## src/rtl/clk_sup_pkg.sv

```systemverilog
// Shared types for the clock lock supervisor.
// Loss counting is built only with LOCK_LOSS_COUNT_EN.
package clk_sup_pkg;

  typedef enum logic [1:0] {
    ST_RST,
    ST_WAIT_LOCK,
    ST_LOCKED,
    ST_FAULT
  } ch_state_e;

  localparam int LOSS_W = 8;
  localparam logic [LOSS_W-1:0] LOSS_MAX = '1;

endpackage

```

## src/rtl/clock_lock_supervisor_if.sv

```systemverilog
// Bundle between the supervisor and its generators.
// loss_count carries data only with LOCK_LOSS_COUNT_EN.
interface clock_lock_supervisor_if #(
  parameter int NUM_CH = 2
);
  import clk_sup_pkg::*;

  logic [NUM_CH-1:0]        locked_in;
  logic [NUM_CH-1:0]        ch_enable;
  logic                     clear_fault;
  logic [NUM_CH-1:0]        dcm_reset;
  logic [NUM_CH-1:0]        clk_ok;
  logic [NUM_CH-1:0]        fault;
  logic                     all_ok;
  logic [LOSS_W*NUM_CH-1:0] loss_count;

  modport master (
    output locked_in,
    output ch_enable,
    output clear_fault,
    input  dcm_reset,
    input  clk_ok,
    input  fault,
    input  all_ok,
    input  loss_count
  );

  modport slave (
    input  locked_in,
    input  ch_enable,
    input  clear_fault,
    output dcm_reset,
    output clk_ok,
    output fault,
    output all_ok,
    output loss_count
  );

endinterface

```

## src/rtl/clock_lock_channel.sv

```systemverilog
// One generator: LOCKED sync, lock FSM, retries.
// LOCK_LOSS_COUNT_EN adds a saturating loss counter.
module clock_lock_channel
  import clk_sup_pkg::*;
#(
  parameter int TIMEOUT_CYCLES = 100000,
  parameter int RESET_CYCLES   = 16,
  parameter int STABLE_CYCLES  = 16,
  parameter int MAX_RETRIES    = 7
) (
  input  logic              i_clk,
  input  logic              i_rst_n,
  input  logic              i_locked,
  input  logic              i_enable,
  input  logic              i_clear,
  output logic              o_dcm_reset,
  output logic              o_clk_ok,
  output logic              o_fault,
  output logic [LOSS_W-1:0] o_loss_count
);

  localparam int TMAX =
    (TIMEOUT_CYCLES > RESET_CYCLES) ?
    TIMEOUT_CYCLES : RESET_CYCLES;
  localparam int TW = $clog2(TMAX) + 1;
  localparam int SW = $clog2(STABLE_CYCLES) + 1;
  localparam int RW = $clog2(MAX_RETRIES) + 1;

  localparam logic [TW-1:0] L_RST_END =
    TW'(RESET_CYCLES - 1);
  localparam logic [TW-1:0] L_TO_END =
    TW'(TIMEOUT_CYCLES - 1);
  localparam logic [SW-1:0] L_STB_END =
    SW'(STABLE_CYCLES - 1);
  localparam logic [RW-1:0] L_RTY_MAX =
    RW'(MAX_RETRIES);

  logic [1:0]    r_sync;
  ch_state_e     r_state;
  logic [TW-1:0] r_timer;
  logic [SW-1:0] r_stable;
  logic [RW-1:0] r_retry;

  ch_state_e     w_state;
  logic [TW-1:0] w_timer;
  logic [SW-1:0] w_stable;
  logic [RW-1:0] w_retry;
  logic          w_lock;

  assign w_lock = r_sync[1];

  // Two-flop synchroniser for the async LOCKED pin
  always_ff @(posedge i_clk or negedge i_rst_n) begin
    if (!i_rst_n) r_sync <= '0;
    else          r_sync <= {r_sync[0], i_locked};
  end

  // State and counter registers
  always_ff @(posedge i_clk or negedge i_rst_n) begin
    if (!i_rst_n) begin
      r_state  <= ST_RST;
      r_timer  <= '0;
      r_stable <= '0;
      r_retry  <= '0;
    end else begin
      r_state  <= w_state;
      r_timer  <= w_timer;
      r_stable <= w_stable;
      r_retry  <= w_retry;
    end
  end

  // Next state; lock qualification beats timeout
  always_comb begin
    w_state  = r_state;
    w_timer  = r_timer;
    w_stable = r_stable;
    w_retry  = r_retry;
    if (!i_enable) begin
      w_state  = ST_RST;
      w_timer  = '0;
      w_stable = '0;
      w_retry  = '0;
    end else begin
      unique case (r_state)
        ST_RST: begin
          if (r_timer == L_RST_END) begin
            w_state  = ST_WAIT_LOCK;
            w_timer  = '0;
            w_stable = '0;
          end else begin
            w_timer = r_timer + TW'(1);
          end
        end
        ST_WAIT_LOCK: begin
          w_timer  = r_timer + TW'(1);
          w_stable = w_lock ?
            r_stable + SW'(1) : '0;
          if (w_lock &&
              r_stable == L_STB_END) begin
            w_state  = ST_LOCKED;
            w_timer  = '0;
            w_stable = '0;
            w_retry  = '0;
          end else if (r_timer == L_TO_END) begin
            w_timer  = '0;
            w_stable = '0;
            if (r_retry == L_RTY_MAX) begin
              w_state = ST_FAULT;
            end else begin
              w_state = ST_RST;
              w_retry = r_retry + RW'(1);
            end
          end
        end
        ST_LOCKED: begin
          if (!w_lock) begin
            w_state  = ST_RST;
            w_timer  = '0;
            w_stable = '0;
          end
        end
        ST_FAULT: begin
          if (i_clear) begin
            w_state  = ST_RST;
            w_timer  = '0;
            w_stable = '0;
            w_retry  = '0;
          end
        end
        default: begin
          w_state  = ST_RST;
          w_timer  = '0;
          w_stable = '0;
          w_retry  = '0;
        end
      endcase
    end
  end

  assign o_dcm_reset = (r_state == ST_RST) ||
                       (r_state == ST_FAULT);
  assign o_clk_ok    = (r_state == ST_LOCKED);
  assign o_fault     = (r_state == ST_FAULT);

`ifdef LOCK_LOSS_COUNT_EN
  logic [LOSS_W-1:0] r_loss;
  logic              w_loss_evt;

  assign w_loss_evt = i_enable &&
                      (r_state == ST_LOCKED) &&
                      !w_lock;

  // Saturating lock-loss counter, reset only by rst_n
  always_ff @(posedge i_clk or negedge i_rst_n) begin
    if (!i_rst_n)
      r_loss <= '0;
    else if (w_loss_evt && r_loss != LOSS_MAX)
      r_loss <= r_loss + LOSS_W'(1);
  end

  assign o_loss_count = r_loss;
`else
  assign o_loss_count = '0;
`endif

endmodule

```

## src/rtl/clock_lock_supervisor.sv

```systemverilog
// Supervises NUM_CH clock generators; all_ok reduce.
// Optional loss counters: LOCK_LOSS_COUNT_EN.
module clock_lock_supervisor
  import clk_sup_pkg::*;
#(
  parameter int NUM_CH         = 2,
  parameter int TIMEOUT_CYCLES = 100000,
  parameter int RESET_CYCLES   = 16,
  parameter int STABLE_CYCLES  = 16,
  parameter int MAX_RETRIES    = 7
) (
  input  logic input_clk,
  input  logic reset_n,
  clock_lock_supervisor_if.slave bus
);

  logic [NUM_CH-1:0]        w_dcm_reset;
  logic [NUM_CH-1:0]        w_clk_ok;
  logic [NUM_CH-1:0]        w_fault;
  logic [LOSS_W*NUM_CH-1:0] w_loss;
  logic                     r_all_ok;

  for (genvar g = 0; g < NUM_CH; g++) begin : g_ch
    clock_lock_channel #(
      .TIMEOUT_CYCLES (TIMEOUT_CYCLES),
      .RESET_CYCLES   (RESET_CYCLES),
      .STABLE_CYCLES  (STABLE_CYCLES),
      .MAX_RETRIES    (MAX_RETRIES)
    ) u_ch (
      .i_clk        (input_clk),
      .i_rst_n      (reset_n),
      .i_locked     (bus.locked_in[g]),
      .i_enable     (bus.ch_enable[g]),
      .i_clear      (bus.clear_fault),
      .o_dcm_reset  (w_dcm_reset[g]),
      .o_clk_ok     (w_clk_ok[g]),
      .o_fault      (w_fault[g]),
      .o_loss_count (w_loss[g*LOSS_W +: LOSS_W])
    );
  end

  // Aggregate good: all enabled ok, at least one enabled
  always_ff @(posedge input_clk or negedge reset_n) begin
    if (!reset_n)
      r_all_ok <= 1'b0;
    else
      r_all_ok <= (|bus.ch_enable) &&
                  (&(w_clk_ok | ~bus.ch_enable));
  end

  assign bus.dcm_reset  = w_dcm_reset;
  assign bus.clk_ok     = w_clk_ok;
  assign bus.fault      = w_fault;
  assign bus.loss_count = w_loss;
  assign bus.all_ok     = r_all_ok;

endmodule

```

## src/flat_wrapper.sv

```systemverilog
// flat-port wrapper written by rule: the top's interface ports become plain ports
module clock_lock_supervisor_flat import clk_sup_pkg::*;
#(
  parameter int NUM_CH         = 2,
  parameter int TIMEOUT_CYCLES = 100000,
  parameter int RESET_CYCLES   = 16,
  parameter int STABLE_CYCLES  = 16,
  parameter int MAX_RETRIES    = 7
)
  (input_clk, reset_n, bus_locked_in, bus_ch_enable, bus_clear_fault, bus_dcm_reset, bus_clk_ok, bus_fault, bus_all_ok, bus_loss_count);
  clock_lock_supervisor_if #(.NUM_CH(NUM_CH)) bus_i ();
  input  logic input_clk;
  input  logic reset_n;
  input wire logic [$bits(bus_i.locked_in)-1:0] bus_locked_in;
  input wire logic [$bits(bus_i.ch_enable)-1:0] bus_ch_enable;
  input wire logic [$bits(bus_i.clear_fault)-1:0] bus_clear_fault;
  output wire logic [$bits(bus_i.dcm_reset)-1:0] bus_dcm_reset;
  output wire logic [$bits(bus_i.clk_ok)-1:0] bus_clk_ok;
  output wire logic [$bits(bus_i.fault)-1:0] bus_fault;
  output wire logic [$bits(bus_i.all_ok)-1:0] bus_all_ok;
  output wire logic [$bits(bus_i.loss_count)-1:0] bus_loss_count;
  assign bus_i.locked_in = bus_locked_in;
  assign bus_i.ch_enable = bus_ch_enable;
  assign bus_i.clear_fault = bus_clear_fault;
  assign bus_dcm_reset = bus_i.dcm_reset;
  assign bus_clk_ok = bus_i.clk_ok;
  assign bus_fault = bus_i.fault;
  assign bus_all_ok = bus_i.all_ok;
  assign bus_loss_count = bus_i.loss_count;
  clock_lock_supervisor #(.NUM_CH(NUM_CH), .TIMEOUT_CYCLES(TIMEOUT_CYCLES), .RESET_CYCLES(RESET_CYCLES), .STABLE_CYCLES(STABLE_CYCLES), .MAX_RETRIES(MAX_RETRIES)) u_core (.input_clk(input_clk), .reset_n(reset_n), .bus(bus_i));
endmodule
```

## config.mk

```make
export PLATFORM = sky130hd
export DESIGN_NAME = clock_lock_supervisor_flat
export DESIGN_NICKNAME = d
export VERILOG_FILES = /design/src/rtl/clk_sup_pkg.sv /design/src/rtl/clock_lock_supervisor_if.sv /design/src/rtl/clock_lock_channel.sv /design/src/rtl/clock_lock_supervisor.sv /design/src/flat_wrapper.sv
export SDC_FILE = /design/constraint.sdc
export NUM_CORES = 1
export LEC_CHECK = 0
export BUFFER_PORTS_ARGS = -buffer_cell sky130_fd_sc_hd__buf_4
export CAP_MARGIN = 25
export CORE_ASPECT_RATIO = 0.8
export CORE_UTILIZATION = 61
export DETAILED_ROUTE_END_ITERATION = 12
export GPL_TIMING_DRIVEN = 0
export PLACE_DENSITY = 0.8
export SYNTH_ARGS = -nofsm -noshare
export SYNTH_HDL_FRONTEND = slang
export SYNTH_SLANG_ARGS = --single-unit
```

## constraint.sdc

```tcl
create_clock -name input_clk -period 2.5 [get_ports input_clk]
set_clock_uncertainty 0.1 [all_clocks]
set_input_delay 0.375 -clock input_clk [delete_from_list [all_inputs] [get_ports input_clk]]
set_output_delay 0.375 -clock input_clk [all_outputs]
set_load 0.02 [all_outputs]
```

==> impl_metrics.ini <==
[global_routing]
grt_pass1_vias = 3555
antenna_found_initial = 0
gr-usage-all-layers = 0.3102
grt_max_degree = 64
grt.overflow.total = 0
grt_first_pass_wirelength_um = 17410

[cts]
cts_tree = done
cts-root-buf = clkbuf_8
clockBufferDepth = 2
cts.sink_count = 63
htreeDepth = 3
ctsHoldBuffers = 0
clock_latency_ns = 0.35
cts.clk_slew.worst_paths_ns = 0.08
numCtsBuffers = 9

[synth]
synthArstFlopShare = 1.000
syn-instance-count = 489
ys.flop_type = dfrtp_1
yosysSeqAreaShare = 0.3718
syn_area_sq_um = 4240
yosys_warnings = 0
ys_types = 61
ys_ff_latch = 63
syn_area_per_cell_sq_um = 8.671
synth_edf_count = 0

[finish]
antenna_cells = 0
fin_nets = 554
final_cells = 616
final_util = 0.7256
syn2layout_area_growth_pct = 11.89
final_cell_area_sq_um = 4745
drive_gt1_frac = 0.1504
fillers = 521

[worst_setup_path]
cpPeakStageDelay_ns = 0.42
r2r_slack_ns = 0.11
critPathMaxFanout = 10
crit_required_ns = 2.66
worstSetupStartpointType = register
critPathMostFrequentCell = ha_1
worstPathArrival_ns = 2.55
path_cells = ha_1 -> and3_1 -> ha_1 -> a21oi_1 -> o211a_1 -> clkbuf_2 -> o211ai_1 -> a22oi_1
crit_path_end_kind = register
r2r_cells = 8
cpMaxStageDelayCell = dfrtp_1
r2r_end = u_core.g_ch[1].u_ch.r_timer[6]
critPathKind = register to register
timing.rr.start = u_core.g_ch[1].u_ch.r_stable[0]

[sta]
fin_crit_ns = 2.390
clock.fmax_mhz = 418.3
grt_setup_unrepaired = no
relSlewSlack = 0.4588
finalCritPeriodShare = 0.9561
tns_ns = 0
worst_pin_slew_ns = 0.8118
drv_slew = 0
setup_viol = 0
holdWs_ns = -0.0001773
hold_viol_final = 1

[drt]
viasPerCell = 6.247
wl_per_cell_um = 16.77
first_iter_violations = 305
via_count = 3848
firstDrtPassIters = 5
ant_nets = 0
routed_wl_um = 10330
drc = 0

[placed_design]
port_buffers = 13
placed_cells = 601
routabilityCongestion = 0.9105
hpwl_um = 7037
dpl_cell_area_sq_um = 4499

[die]
num_rows = 26
initial_core_util = 0.6485
ioPinCount = 30
core-area_sq_um = 6539
die_x_um = 95.22
fp.dieH_um = 76.57
dieArea_sq_um = 7291

[outcome]
status = finished with violations
violations = hold timing

[pwr]
vdd_drop_max_uv = 393.5
power_uw = 2649
powerDensity_nw_per_um2 = 558.3
p_leak_uw = 0.002162

[min_path]
hold_class = primary input to async pin

[run]
drv_cap = 0
[cell usage in the layout (no fill, tap or decap), types with 13 or more instances in the layout]
cell / count
dfrtp_1: 63
nand3_1: 21
nand2_1: 82
ha_1: 18
o211ai_1: 22
o21ai_1: 13
nor3_1: 16
inv_1: 23
buf_4: 37
conb_1: 16
nor2_1: 18
[how the worst max path moves through the flow]
stage                                    start                               to  cells after the start
6_report       u_core.g_ch[1].u_ch.r_stable[0]   u_core.g_ch[1].u_ch.r_timer[6]                      8
5_1_grt         u_core.g_ch[1].u_ch.r_timer[0]   u_core.g_ch[1].u_ch.r_timer[5]                      7
4_1_cts         u_core.g_ch[0].u_ch.r_state[0]  u_core.g_ch[0].u_ch.r_timer[11]                      9
3_5_place_dp    u_core.g_ch[0].u_ch.r_state[0]  u_core.g_ch[0].u_ch.r_timer[10]                      9
3_3_place_gp    u_core.g_ch[0].u_ch.r_state[0]  u_core.g_ch[0].u_ch.r_timer[10]                      9
2_1_floorplan  u_core.g_ch[1].u_ch.r_stable[0]  u_core.g_ch[1].u_ch.r_stable[3]                      7
[state kept, by name (all words and copies together) (netlist names)]
| name | count |
|---|---|
| u_core.bus.all_ok | 1 |
| u_core.g_ch.u_ch.r_retry | 8 |
| u_core.g_ch.u_ch.r_stable | 10 |
| u_core.g_ch.u_ch.r_state | 4 |
| u_core.g_ch.u_ch.r_sync | 4 |
| u_core.g_ch.u_ch.r_timer | 36 |
[repair_timing]
action                     in CTS  in global routing
gates resized for setup         1                 13
buffers inserted                0                  1
pin swaps                       0                  2
setup endpoints to repair       1                 27
[Yosys cell counts, types with 4 or more instances]
master | instances | area [sq um]
inv_1 | 23 | 86.33
o211ai_1 | 22 | 165.2
nor4_1 | 5 | 31.28
o31ai_1 | 6 | 45.04
nor3b_1 | 6 | 45.04
nor3_1 | 16 | 80.08
nand3_1 | 21 | 105.1
nand2b_1 | 4 | 25.02
a21o_1 | 4 | 30.03
buf_2 | 5 | 25.02
a211o_1 | 5 | 43.79
nor4_2 | 5 | 62.56
and4_1 | 7 | 61.31
mux2i_1 | 10 | 100.1
nand4_1 | 10 | 62.56
clkbuf_1 | 12 | 45.04
buf_4 | 22 | 165.2
nor2_1 | 18 | 67.56
o21ai_1 | 15 | 75.07
and2_1 | 9 | 56.30
dfrtp_1 | 63 | 1577
ha_1 | 18 | 225.2
o21ai_0 | 12 | 60.06
nand2_1 | 82 | 307.8
and3_1 | 8 | 50.05
o22ai_1 | 5 | 31.28
a21oi_1 | 10 | 50.05
o221ai_1 | 8 | 70.07
[critical path: cells and delay by family (launching register included)]
kind / cells / cell delay, ns
DFF: 1 / 0.42
AOI/OAI and AO/OA: 4 / 0.90
adders and majority gates: 2 / 0.44
buffers and inverters: 1 / 0.26
and+or+nand+nor: 1 / 0.19
[layer usage]
metal,GRT usage,routed length [um],up-vias
li1,-,-,1837
met1,0.4559,4836,1852
met2,0.4500,4637,144
met3,0.06886,722,15
met4,0.09848,133,0
met5,0,0,-
[layout make-up]
| class | count | area (sq um) | area share |
|---|---|---|---|
| clock inverters | 3 | 67.56 | 0.01424 |
| multi-input cells | 376 | 2380 | 0.5016 |
| well taps | 84 | 105.1 | 0.02215 |
| clock buffers | 11 | 151.4 | 0.03191 |
| plain buffers | 42 | 272.8 | 0.05749 |
| flip-flops and latches | 63 | 1577 | 0.3323 |
| repair buffers | 14 | 105.1 | 0.02215 |
| inverters | 23 | 86.33 | 0.01820 |
[kinds of logic after synthesis]
logic type / share of synthesized area
AO/OA/AOI/OAI: 0.1959
adder cells (fa/ha/maj): 0.05311
buffers and inverters: 0.08203
flip-flops: 0.3718
multiplexers: 0.03157
other: 0.0008844
AND/OR/NAND/NOR: 0.2647
[power breakdown]
part / internal, uW / switching, uW / leakage, uW
Combinational: 166 / 303 / 0.00119
Clock: 605 / 418 / 0.000108
Sequential: 1080 / 76.8 / 0.000861
Total: 1850 / 798 / 0.00216
[metrics by stage]
step                setup WS [ns]  hold WS [ns]
detailed placement        0.04654        0.2404
floorplan                  0.3393      -0.02059
global placement          0.04108        0.2362
CTS                       0.01334       0.01915
global route             0.004727       0.02500
finish                     0.1096    -0.0001773
No activity file was read; power rests on OpenSTA's default activity.
